===== src/rtl/text_term_pkg.sv =====
// Shared constants, FSM state type and byte classification for the text terminal writer.
package text_term_pkg;

    localparam logic [7:0] CHAR_BS       = 8'h08;
    localparam logic [7:0] CHAR_LF       = 8'h0A;
    localparam logic [7:0] CHAR_FF       = 8'h0C;
    localparam logic [7:0] CHAR_CR       = 8'h0D;
    localparam logic [7:0] CHAR_BLANK    = 8'h20;
    localparam logic [7:0] CHAR_PRINT_LO = 8'h20;
    localparam logic [7:0] CHAR_PRINT_HI = 8'h7E;

    typedef enum logic [1:0] {
        IDLE       = 2'd0,
        CLR_SCREEN = 2'd1,
        CLR_LINE   = 2'd2
    } state_e;

    function automatic logic is_printable(input logic [7:0] b);
        return (b >= CHAR_PRINT_LO) && (b <= CHAR_PRINT_HI);
    endfunction

endpackage


===== src/rtl/text_term_writer_if.sv =====
// Byte-stream input handshake plus character-RAM write port of the text terminal writer.
interface text_term_writer_if #(
    parameter int ROW_W = 2,
    parameter int COL_W = 5
);
    logic             in_valid;
    logic [7:0]       in_data;
    logic             in_ready;
    logic             wr_en;
    logic [ROW_W-1:0] wr_row;
    logic [COL_W-1:0] wr_col;
    logic [7:0]       wr_data;

    modport master (output in_valid, in_data,
                    input  in_ready, wr_en, wr_row, wr_col, wr_data);
    modport slave  (input  in_valid, in_data,
                    output in_ready, wr_en, wr_row, wr_col, wr_data);
endinterface


===== src/rtl/text_term_sweep.sv =====
// Row-major address counter for blanking sweeps; on start it presents the first
// address combinationally so the caller can register a write in the same cycle.
module text_term_sweep #(
    parameter int COLS  = 32,
    parameter int ROWS  = 4,
    parameter int COL_W = $clog2(COLS),
    parameter int ROW_W = $clog2(ROWS),
    parameter int LEN_W = $clog2(COLS * ROWS) + 1
) (
    input  logic             clk,
    input  logic             reset,
    input  logic             start,
    input  logic [ROW_W-1:0] start_row,
    input  logic [LEN_W-1:0] len,
    output logic             emit,
    output logic [ROW_W-1:0] row,
    output logic [COL_W-1:0] col,
    output logic             active,
    output logic             done
);
    logic             active_q, active_d;
    logic             done_q, done_d;
    logic [ROW_W-1:0] row_q, row_d;
    logic [COL_W-1:0] col_q, col_d;
    logic [LEN_W-1:0] rem_q, rem_d, rem_cur;
    logic             last;

    always_comb begin
        row      = start ? start_row : row_q;
        col      = start ? '0 : col_q;
        rem_cur  = start ? len : rem_q;
        emit     = start || active_q;
        last     = emit && (rem_cur == LEN_W'(1));
        row_d    = row_q;
        col_d    = col_q;
        rem_d    = rem_q;
        active_d = active_q;
        done_d   = 1'b0;
        if (emit) begin
            col_d    = col + COL_W'(1);
            row_d    = (col == COL_W'(COLS - 1)) ? row + ROW_W'(1) : row;
            rem_d    = rem_cur - LEN_W'(1);
            active_d = !last;
            done_d   = last;
        end
    end

    always_ff @(posedge clk or negedge reset) begin
        if (!reset) begin
            active_q <= 1'b0;
            done_q   <= 1'b0;
            row_q    <= '0;
            col_q    <= '0;
            rem_q    <= '0;
        end else begin
            active_q <= active_d;
            done_q   <= done_d;
            row_q    <= row_d;
            col_q    <= col_d;
            rem_q    <= rem_d;
        end
    end

    assign active = active_q;
    assign done   = done_q;

endmodule


===== src/rtl/text_term_writer.sv =====
// Byte-stream to character-RAM terminal writer with cursor, CR/LF/BS/FF handling.
// Define TEXT_TERM_SCROLL_EN to scroll (top_row rotation + bottom-line clear) instead of wrapping.
module text_term_writer
    import text_term_pkg::*;
#(
    parameter int         COLS  = 32,
    parameter int         ROWS  = 4,
    parameter logic [7:0] BLANK = CHAR_BLANK,
    localparam int        COL_W = $clog2(COLS),
    localparam int        ROW_W = $clog2(ROWS)
) (
    input  logic             clk,
    input  logic             reset,
    text_term_writer_if.slave bus,
    output logic [ROW_W-1:0] cur_row,
    output logic [COL_W-1:0] cur_col,
    output logic [ROW_W-1:0] top_row,
    output logic             busy
);
    localparam int LEN_W = $clog2(COLS * ROWS) + 1;

    state_e           state_q, state_d;
    logic [ROW_W-1:0] cur_row_q, cur_row_d, top_row_q, top_row_d, wr_row_q, wr_row_d;
    logic [COL_W-1:0] cur_col_q, cur_col_d, wr_col_q, wr_col_d;
    logic [7:0]       wr_data_q, wr_data_d;
    logic             wr_en_q, wr_en_d;

    logic             sw_start, sw_emit, sw_active, sw_done;
    logic [ROW_W-1:0] sw_start_row, sw_row;
    logic [COL_W-1:0] sw_col;
    logic [LEN_W-1:0] sw_len;
    logic             accept, row_adv;

    text_term_sweep #(
        .COLS (COLS), .ROWS (ROWS), .COL_W(COL_W), .ROW_W(ROW_W), .LEN_W(LEN_W)
    ) u_sweep (
        .clk      (clk),
        .reset    (reset),
        .start    (sw_start),
        .start_row(sw_start_row),
        .len      (sw_len),
        .emit     (sw_emit),
        .row      (sw_row),
        .col      (sw_col),
        .active   (sw_active),
        .done     (sw_done)
    );

    always_comb begin
        state_d      = state_q;
        cur_row_d    = cur_row_q;
        cur_col_d    = cur_col_q;
        top_row_d    = top_row_q;
        wr_en_d      = 1'b0;
        wr_row_d     = wr_row_q;
        wr_col_d     = wr_col_q;
        wr_data_d    = wr_data_q;
        sw_start     = 1'b0;
        sw_start_row = '0;
        sw_len       = LEN_W'(COLS);
        row_adv      = 1'b0;
        accept       = bus.in_valid && (state_q == IDLE);

        case (state_q)
            IDLE: begin
                if (accept) begin
                    if (is_printable(bus.in_data)) begin
                        wr_en_d   = 1'b1;
                        wr_row_d  = top_row_q + cur_row_q;
                        wr_col_d  = cur_col_q;
                        wr_data_d = bus.in_data;
                        cur_col_d = cur_col_q + COL_W'(1);
                        row_adv   = (cur_col_q == COL_W'(COLS - 1));
                    end else if (bus.in_data == CHAR_CR) begin
                        cur_col_d = '0;
                    end else if (bus.in_data == CHAR_LF) begin
                        cur_col_d = '0;
                        row_adv   = 1'b1;
                    end else if (bus.in_data == CHAR_BS) begin
                        if (cur_col_q != '0) begin
                            cur_col_d = cur_col_q - COL_W'(1);
                            wr_en_d   = 1'b1;
                            wr_row_d  = top_row_q + cur_row_q;
                            wr_col_d  = cur_col_q - COL_W'(1);
                            wr_data_d = BLANK;
                        end
                    end else if (bus.in_data == CHAR_FF) begin
                        sw_start = 1'b1;
                        sw_len   = LEN_W'(COLS * ROWS);
                        state_d  = CLR_SCREEN;
                    end
                end
            end
            CLR_SCREEN: begin
                if (sw_done) begin
                    state_d   = IDLE;
                    cur_row_d = '0;
                    cur_col_d = '0;
                    top_row_d = '0;
                end
            end
            CLR_LINE: begin
                // top_row has already rotated, so the new bottom row is the one just above it.
                if (sw_done) begin
                    state_d = IDLE;
                end else if (!sw_active) begin
                    sw_start     = 1'b1;
                    sw_start_row = top_row_q + ROW_W'(ROWS - 1);
                end
            end
            default: state_d = IDLE;
        endcase

        if (row_adv) begin
            if (cur_row_q != ROW_W'(ROWS - 1)) begin
                cur_row_d = cur_row_q + ROW_W'(1);
            end else begin
`ifdef TEXT_TERM_SCROLL_EN
                top_row_d = top_row_q + ROW_W'(1);
                state_d   = CLR_LINE;
`else
                cur_row_d = '0;
`endif
            end
        end

        if (sw_emit) begin
            wr_en_d   = 1'b1;
            wr_row_d  = sw_row;
            wr_col_d  = sw_col;
            wr_data_d = BLANK;
        end
    end

    always_ff @(posedge clk or negedge reset) begin
        if (!reset) begin
            state_q   <= IDLE;
            cur_row_q <= '0;
            cur_col_q <= '0;
            top_row_q <= '0;
            wr_en_q   <= 1'b0;
            wr_row_q  <= '0;
            wr_col_q  <= '0;
            wr_data_q <= '0;
        end else begin
            state_q   <= state_d;
            cur_row_q <= cur_row_d;
            cur_col_q <= cur_col_d;
            top_row_q <= top_row_d;
            wr_en_q   <= wr_en_d;
            wr_row_q  <= wr_row_d;
            wr_col_q  <= wr_col_d;
            wr_data_q <= wr_data_d;
        end
    end

    assign bus.in_ready = (state_q == IDLE);
    assign bus.wr_en    = wr_en_q;
    assign bus.wr_row   = wr_row_q;
    assign bus.wr_col   = wr_col_q;
    assign bus.wr_data  = wr_data_q;
    assign busy         = (state_q != IDLE);
    assign cur_row      = cur_row_q;
    assign cur_col      = cur_col_q;
    assign top_row      = top_row_q;

endmodule


===== src/flat_wrapper.sv =====
// flat-port wrapper written by rule: the top's interface ports become plain ports
module text_term_writer_flat import text_term_pkg::*;
#(
    parameter int         COLS  = 32,
    parameter int         ROWS  = 4,
    parameter logic [7:0] BLANK = CHAR_BLANK,
    localparam int        COL_W = $clog2(COLS),
    localparam int        ROW_W = $clog2(ROWS)
)
  (clk, reset, cur_row, cur_col, top_row, busy, bus_in_valid, bus_in_data, bus_in_ready, bus_wr_en, bus_wr_row, bus_wr_col, bus_wr_data);
  text_term_writer_if bus_i ();
  input  logic clk;
  input  logic reset;
  output logic [ROW_W-1:0] cur_row;
  output logic [COL_W-1:0] cur_col;
  output logic [ROW_W-1:0] top_row;
  output logic busy;
  input wire logic [$bits(bus_i.in_valid)-1:0] bus_in_valid;
  input wire logic [$bits(bus_i.in_data)-1:0] bus_in_data;
  output wire logic [$bits(bus_i.in_ready)-1:0] bus_in_ready;
  output wire logic [$bits(bus_i.wr_en)-1:0] bus_wr_en;
  output wire logic [$bits(bus_i.wr_row)-1:0] bus_wr_row;
  output wire logic [$bits(bus_i.wr_col)-1:0] bus_wr_col;
  output wire logic [$bits(bus_i.wr_data)-1:0] bus_wr_data;
  assign bus_i.in_valid = bus_in_valid;
  assign bus_i.in_data = bus_in_data;
  assign bus_in_ready = bus_i.in_ready;
  assign bus_wr_en = bus_i.wr_en;
  assign bus_wr_row = bus_i.wr_row;
  assign bus_wr_col = bus_i.wr_col;
  assign bus_wr_data = bus_i.wr_data;
  text_term_writer #(.COLS(COLS), .ROWS(ROWS), .BLANK(BLANK)) u_core (.clk(clk), .reset(reset), .bus(bus_i), .cur_row(cur_row), .cur_col(cur_col), .top_row(top_row), .busy(busy));
endmodule

===== config.mk =====
export PLATFORM = sky130hd
export DESIGN_NAME = text_term_writer_flat
export DESIGN_NICKNAME = d
export VERILOG_FILES = /design/src/rtl/text_term_pkg.sv /design/src/rtl/text_term_writer_if.sv /design/src/rtl/text_term_sweep.sv /design/src/rtl/text_term_writer.sv /design/src/flat_wrapper.sv
export SDC_FILE = /design/constraint.sdc
export NUM_CORES = 1
export LEC_CHECK = 0
export CORE_MARGIN = 2
export CORE_UTILIZATION = 27
export DETAILED_ROUTE_END_ITERATION = 8
export PLACE_DENSITY = 0.51
export SLEW_MARGIN = 20
export SYNTH_ARGS = -nofsm -noshare
export SYNTH_HDL_FRONTEND = slang
export SYNTH_SLANG_ARGS = --single-unit

===== constraint.sdc =====
create_clock -name clk -period 5.26 [get_ports clk]
set_input_delay 1.052 -clock clk [delete_from_list [all_inputs] [get_ports clk]]
set_output_delay 1.052 -clock clk [all_outputs]
set_load 0.005 [all_outputs]

# Yosys cells after proc, flatten, opt, wreduce, memory -nomap -nowiden
# Cells that the tools add are included.
# Widths: inputs -> output; s select.
# word_totals
mem_bits_ro	0
latch_bits	0
out_inout_bits	27
mem_count	0
mem_bits_rw	0
in_bits	11
reg_bits	42
wordCells	140
# op_classes
mul	0
magnitude_cmp	2
reduce_logical	20
n_addsub	6
div_mod_pow	0
mux	78
shifts	0
n_bitwise	0
n_eq_ne	22
# ops
operator	n
$mux 8	16
$mux 5	14
$mux 2	23
$eq 8x4->1 const B	4
$mux 1	22
$ne 2x2->1 const B	6
$reduce_bool 2->1	6
$add 5x1->5 const B	2
$eq 5x5->1 const B	2
$ne 5x1->1 const B	2
$pmux 5 s2	1
$eq 8x1->1 const B	1
$ge 8x6->1 const B	1
$le 8x7->1 const B	1
$sub 8x1->8 const B	1
$reduce_and 7->1	1
$ne 2x1->1 const B	3
$ne 3x1->1 const B	2
$reduce_and 6->1	1
$reduce_bool 3->1	2
$reduce_and 5->1	1
$reduce_bool 5->1	1
$sub 5x1->5 const B	1
$add 2x1->2 const B	2
other kinds (10)	12

# Depth between registers and ports, before layout
# logic_depth
word_depth	12
depth_mapped	11
ltp_nobuf	10

# Cells and area by module
# From an unflattened synthesis, not the netlist that was laid out.
# hier_totals
cells_unflattened	250
hier_area_um2	2514.9
# modules_own_cells
module	area_per_inst_um2	seq_area_each_um2	instances	cells_each
text_term_writer	1438.9	600.6	1	141
text_term_sweep	1076.0	425.4	1	109

# Worst setup path before layout
# Ideal clock, no wire load.
# synth_timing
path_type	input to register
startpoint	input bus_in_data[4]
endpoint	register u_core.u_sweep.row_q[1]
arrival_time_ns	3.065
n_path_buf	1
required_time_ns	5.139
setup_time_ns	0.121
path_slack_ns	2.074
path_stages	11
path_cell_list	or4_4 > nor4_1 > buf_2 > nor2b_1 > ha_1 > nand3_1 > nor2_1 > ha_1 > nand3_1 > xor2_1 > nor2_1
# synth_via
elab_chain_cells	11
word_cells_on_any_way	20
cone_classes	add/sub (1); order compare (2); eq/ne (5); mux (10); reduce/logical (2)
# synth_lines
item	line_no	rtl
start: declaration	flat_wrapper.sv:19	input wire logic [$bits(bus_i.in_data)-1:0] bus_in_data;
$eq 8x4->1	text_term_writer.sv:87	end else if (bus.in_data == CHAR_FF) begin
$mux 1	text_term_writer.sv:87	
$mux 1	text_term_writer.sv:79	end else if (bus.in_data == CHAR_BS) begin
$mux 1	text_term_writer.sv:76	end else if (bus.in_data == CHAR_LF) begin
$mux 1	text_term_writer.sv:74	end else if (bus.in_data == CHAR_CR) begin
$mux 1 *	text_term_writer.sv:67	if (is_printable(bus.in_data)) begin
$mux 1 *	text_term_writer.sv:66	if (accept) begin
$pmux 1 s2 *	text_term_writer.sv:64	case (state_q)
$mux 2 / $mux 5 (equally long branches)	text_term_sweep.sv:29, text_term_sweep.sv:30	
$add 2x1->2 / $eq 5x5->1 (equally long branches)	text_term_sweep.sv:41	row_d = (col == COL_W'(COLS - 1)) ? row + ROW_W'(1) : row;
$mux 2	text_term_sweep.sv:41	
end signal: assignment	text_term_sweep.sv:58	row_q <= row_d;
end: declaration	text_term_sweep.sv:23	logic [ROW_W-1:0] row_q, row_d;
# Every way passes the cells marked *; elsewhere a longest branch is shown, timed or not.
# A chain may end at the register's enable or synchronous reset.

# Worst setup path after layout
# layout_timing
startpoint	input bus_in_data[2]
endpoint	register u_core.wr_col_q[0], in the netlist u_core.bus.wr_col[0]
# layout_via
elab_chain_cells	11
word_cells_on_any_way	27
cone_classes	order compare (2); eq/ne (6); mux (12); reduce/logical (7)
# layout_lines
item	line_no	rtl
$eq 8x4->1	text_term_writer.sv:87	
$mux 1	text_term_writer.sv:87	
$mux 1	text_term_writer.sv:79	
$mux 1	text_term_writer.sv:76	
$mux 1	text_term_writer.sv:74	
$mux 1	text_term_writer.sv:67	
$mux 1	text_term_writer.sv:66	
$pmux 1 s2	text_term_writer.sv:64	
$logic_or 1x1->1	text_term_sweep.sv:32	emit = start || active_q;
$ne 3x1->1 (no source line) (tied with other cells)	--	
$reduce_and 6->1 (no source line)	--	
end signal: assignment	text_term_writer.sv:152	wr_col_q <= wr_col_d;
end: declaration	text_term_writer.sv:24	logic [COL_W-1:0] cur_col_q, cur_col_d, wr_col_q, wr_col_d;
# Several ways; a longest one is shown, not always the timed one. The select of a mux whose other input is x is not followed.

==> impl_metrics.tcl <==
set metrics [dict create \
    start_kind "input pin" \
    synthFlopType "dfrtp_1" \
    diodes 0 \
    core-area_um2 8090 \
    leakagePower_nw 1.14 \
    crit_fanout 14 \
    clock_path_buffers 2 \
    start_util_pct 27.5 \
    grt_max_degree 42 \
    top_level_ports 38 \
    drc 0 \
    max_clock_freq_ghz 0.287 \
    post-layout-total-power_mw 0.605 \
    relSlewSlack_pct 38.2 \
    drive_gt1_share_pct 8.02 \
    area_growth_pct 23.3 \
    timing_worst_setup_path_type "in2reg" \
    crit_path_end_kind "flop" \
    antenna_found_initial 0 \
    finalClockSkew_ps 6.44 \
    worstPathCellList "clkdlybuf4s50_1 -> and4_1 -> a311o_1 -> a21oi_2 -> nor3_2 -> inv_2 -> nand2_1 -> o21ai_1" \
    maxCapViolCount 0 \
    holdBufCountCts 0 \
    io_buffers 35 \
    synthCells 229 \
    final.setup.tns_ps 0 \
    synth-edff-count 0 \
    wire_per_inst_um 14.4 \
    cts_resized 0 \
    synth_common_cells "dfrtp_1 (41), nand2_1 (30), nor2_1 (18)" \
    synth-warning-count 0 \
    yosysSeqAreaShare_pct 46.1 \
    synth_area_um2 2230 \
    avgSynthCellArea_um2 9.72 \
    final_nets 282 \
    startpoint "bus_in_data[2]" \
    rsz0062_at_grt "no" \
    finalSetupViolations 0 \
    dr.pass1.iters 4 \
    outcome "complete, no violations" \
    drt-initial-drc-count 98 \
    avgViaCountPerCell 4.76 \
    crit_slowest_cell "nor3_2" \
    grt_pass1_vias 1684 \
    power.density_nw_per_um2 221 \
    gp_congestion 0.745 \
    cts.root.buffer_cell "clkbuf_8" \
    dp_hpwl_um 3790 \
    critPathArrivalTime_ps 3670 \
    crit_end "u_core.bus.wr_col[0]$_DFFE_PN0P_" \
    wl_um 5280 \
    finalHoldViolCount 0 \
    grt_pass1_wl_um 8580 \
    cts_tree "built" \
    hold_path.class "reg2reg" \
    die_h_um 94.8 \
    post_cts_buffers 0 \
    tightest_slew_ps 927 \
    cts_sinks 41 \
    htreeDepth 2 \
    drtAntennaViolNets 0 \
    utilization_pct 33.9 \
    vias 1748 \
    cts_made_buffers 5 \
    r2r_slack_ps 2620 \
    yosys.area.top_type "dfrtp_1" \
    slew_violations 0 \
    synthTopCellsByArea "dfrtp_1 (46%), ha_1 (5.1%), nand2_1 (5.1%)" \
    track_usage_pct 12.5 \
    regToRegEndpoint "u_core.bus.wr_col[0]$_DFFE_PN0P_" \
    critPathRequiredTime_ps 5440 \
    post-route-period-util_pct 66.3 \
    synth_top_area_share_pct 46.1 \
    peakVddDrop_v 0.000105 \
    design.die.area_um2 8990 \
    fp.dieW_um 94.8 \
    crit_path_max_incr_delay_ps 710 \
    regToRegStartpoint "u_core.cur_col[0]$_DFFE_PN0P_" \
    synth_seq_cells 41 \
    r2r.worst_path.cells 9 \
    num_rows 33 \
    yosysMostFrequentCell "dfrtp_1" \
    yosysUniqueCellTypes 51 \
    synth-async-reset-ratio_pct 100 \
    worst_hold_slack_ps 487 \
    path_clk_slew_ps 70 \
    clk_latency_ps 290 \
    grt-ovfl-total 0 \
    min_period_ps 3490 \
]
==> registers in the layout, indices dropped and copies added, names as in the netlist <==
name	count
u_core.bus.wr_col	5
u_core.state_q	1
u_core.cur_row	2
u_core.bus.wr_data	8
u_core.u_sweep.row_q	2
u_core.bus.wr_en	1
u_core.cur_col	5
u_core.u_sweep.rem_q	8
u_core.u_sweep.done	1
u_core.u_sweep.active	1
u_core.bus.wr_row	2
u_core.u_sweep.col_q	5
==> power by group <==
group	total (mW)	switching, mW	internal, mW	leakage (nW)
combinational	0.0568	0.0294	0.0274	0.586
clock	0.214	0.110	0.104	0.0433
sequential	0.334	0.00926	0.325	0.513
total	0.605	0.149	0.456	1.14
==> critical path: cells and delay by family <==
| family | cells | cell delay [ps] |
|---|---|---|
| simple gates | 3 | 1110 |
| buf+inv | 2 | 720 |
| compound gates | 3 | 780 |
==> cell usage in the layout, fill, tap and decap left out, types with 2 or more instances in the layout <==
cell	n
o211ai_1	2
clkdlybuf4s50_1	34
nor2_1	18
nand3_1	4
o21ai_0	12
o21ai_1	4
inv_1	9
and2_1	2
nand2_1	30
and4_1	2
clkbuf_8	6
a21oi_1	10
ha_1	9
nand3b_1	2
nor3_1	4
nor2b_1	3
mux2i_1	6
a22o_1	10
nand4_1	2
xor2_1	4
o31ai_1	2
or3_1	4
nor3_2	2
conb_1	2
nor4_1	3
xnor2_1	8
or4_4	2
dfrtp_1	41
==> routing by layer <==
layer | global-route usage [%] | part of all wire [%] | up-vias
li1 | - | - | 879
met1 | 17.7 | 49 | 822
met2 | 18.6 | 45 | 42
met3 | 3.67 | 5.5 | 5
met4 | 3.26 | 0.59 | 0
met5 | 0 | 0 | -
==> stage by stage <==
stage | instance area [um2] | instances | setup slack (ps)
final | 2740 | 367 | 1770
after global routing | 2740 | 367 | 1520
after CTS | 2740 | 367 | 1780
after detailed placement | 2650 | 360 | 1470
after global placement | 2650 | 360 | 1450
after floorplan | 2230 | 230 | 2070
==> kinds of logic (layout without fill, tap and decap cells) <==
kind of cell             count (synthesis)  count (layout)  synth area share (%)
AND/OR/NAND/NOR                         87              87                  20.5
AO/OA/AOI/OAI                           51              51                  15.9
flip-flops                              41              41                  46.1
buffers and inverters                   21              53                  4.38
XOR/XNOR                                12              12                  4.72
adder cells (fa/ha/maj)                  9               9                  5.06
multiplexers                             7               7                  3.20
other                                    1               2                 0.168
==> final cells by class <==
cell class | count | area, um2
Fill cell | 852 | 5350
Multi-Input combinational cell | 168 | 1110
Sequential cell | 41 | 1030
Timing Repair Buffer | 36 | 353
Tap cell | 105 | 131
Clock buffer | 6 | 82.6
Inverter | 10 | 37.5
Clock inverter | 1 | 7.51
==> how the worst min path moves through the flow <==
stage | from | end | slack [ps] | cells after the start
after floorplan | u_core.u_sweep.done$_DFF_PN0_ | u_core.state_q[0]$_DFFE_PN0P_ | 450 | 1
after global placement | u_core.u_sweep.col_q[4]$_DFFE_PN0N_ | u_core.u_sweep.col_q[4]$_DFFE_PN0N_ | 470 | 2
after detailed placement | u_core.bus.wr_col[4]$_DFFE_PN0P_ | u_core.bus.wr_col[4]$_DFFE_PN0P_ | 480 | 2
after CTS | u_core.bus.wr_col[4]$_DFFE_PN0P_ | u_core.bus.wr_col[4]$_DFFE_PN0P_ | 490 | 2
after global routing | u_core.bus.wr_col[4]$_DFFE_PN0P_ | u_core.bus.wr_col[4]$_DFFE_PN0P_ | 520 | 2
final | u_core.bus.wr_col[4]$_DFFE_PN0P_ | u_core.bus.wr_col[4]$_DFFE_PN0P_ | 490 | 2
Note: power is estimated with default switching activity, not from simulation.
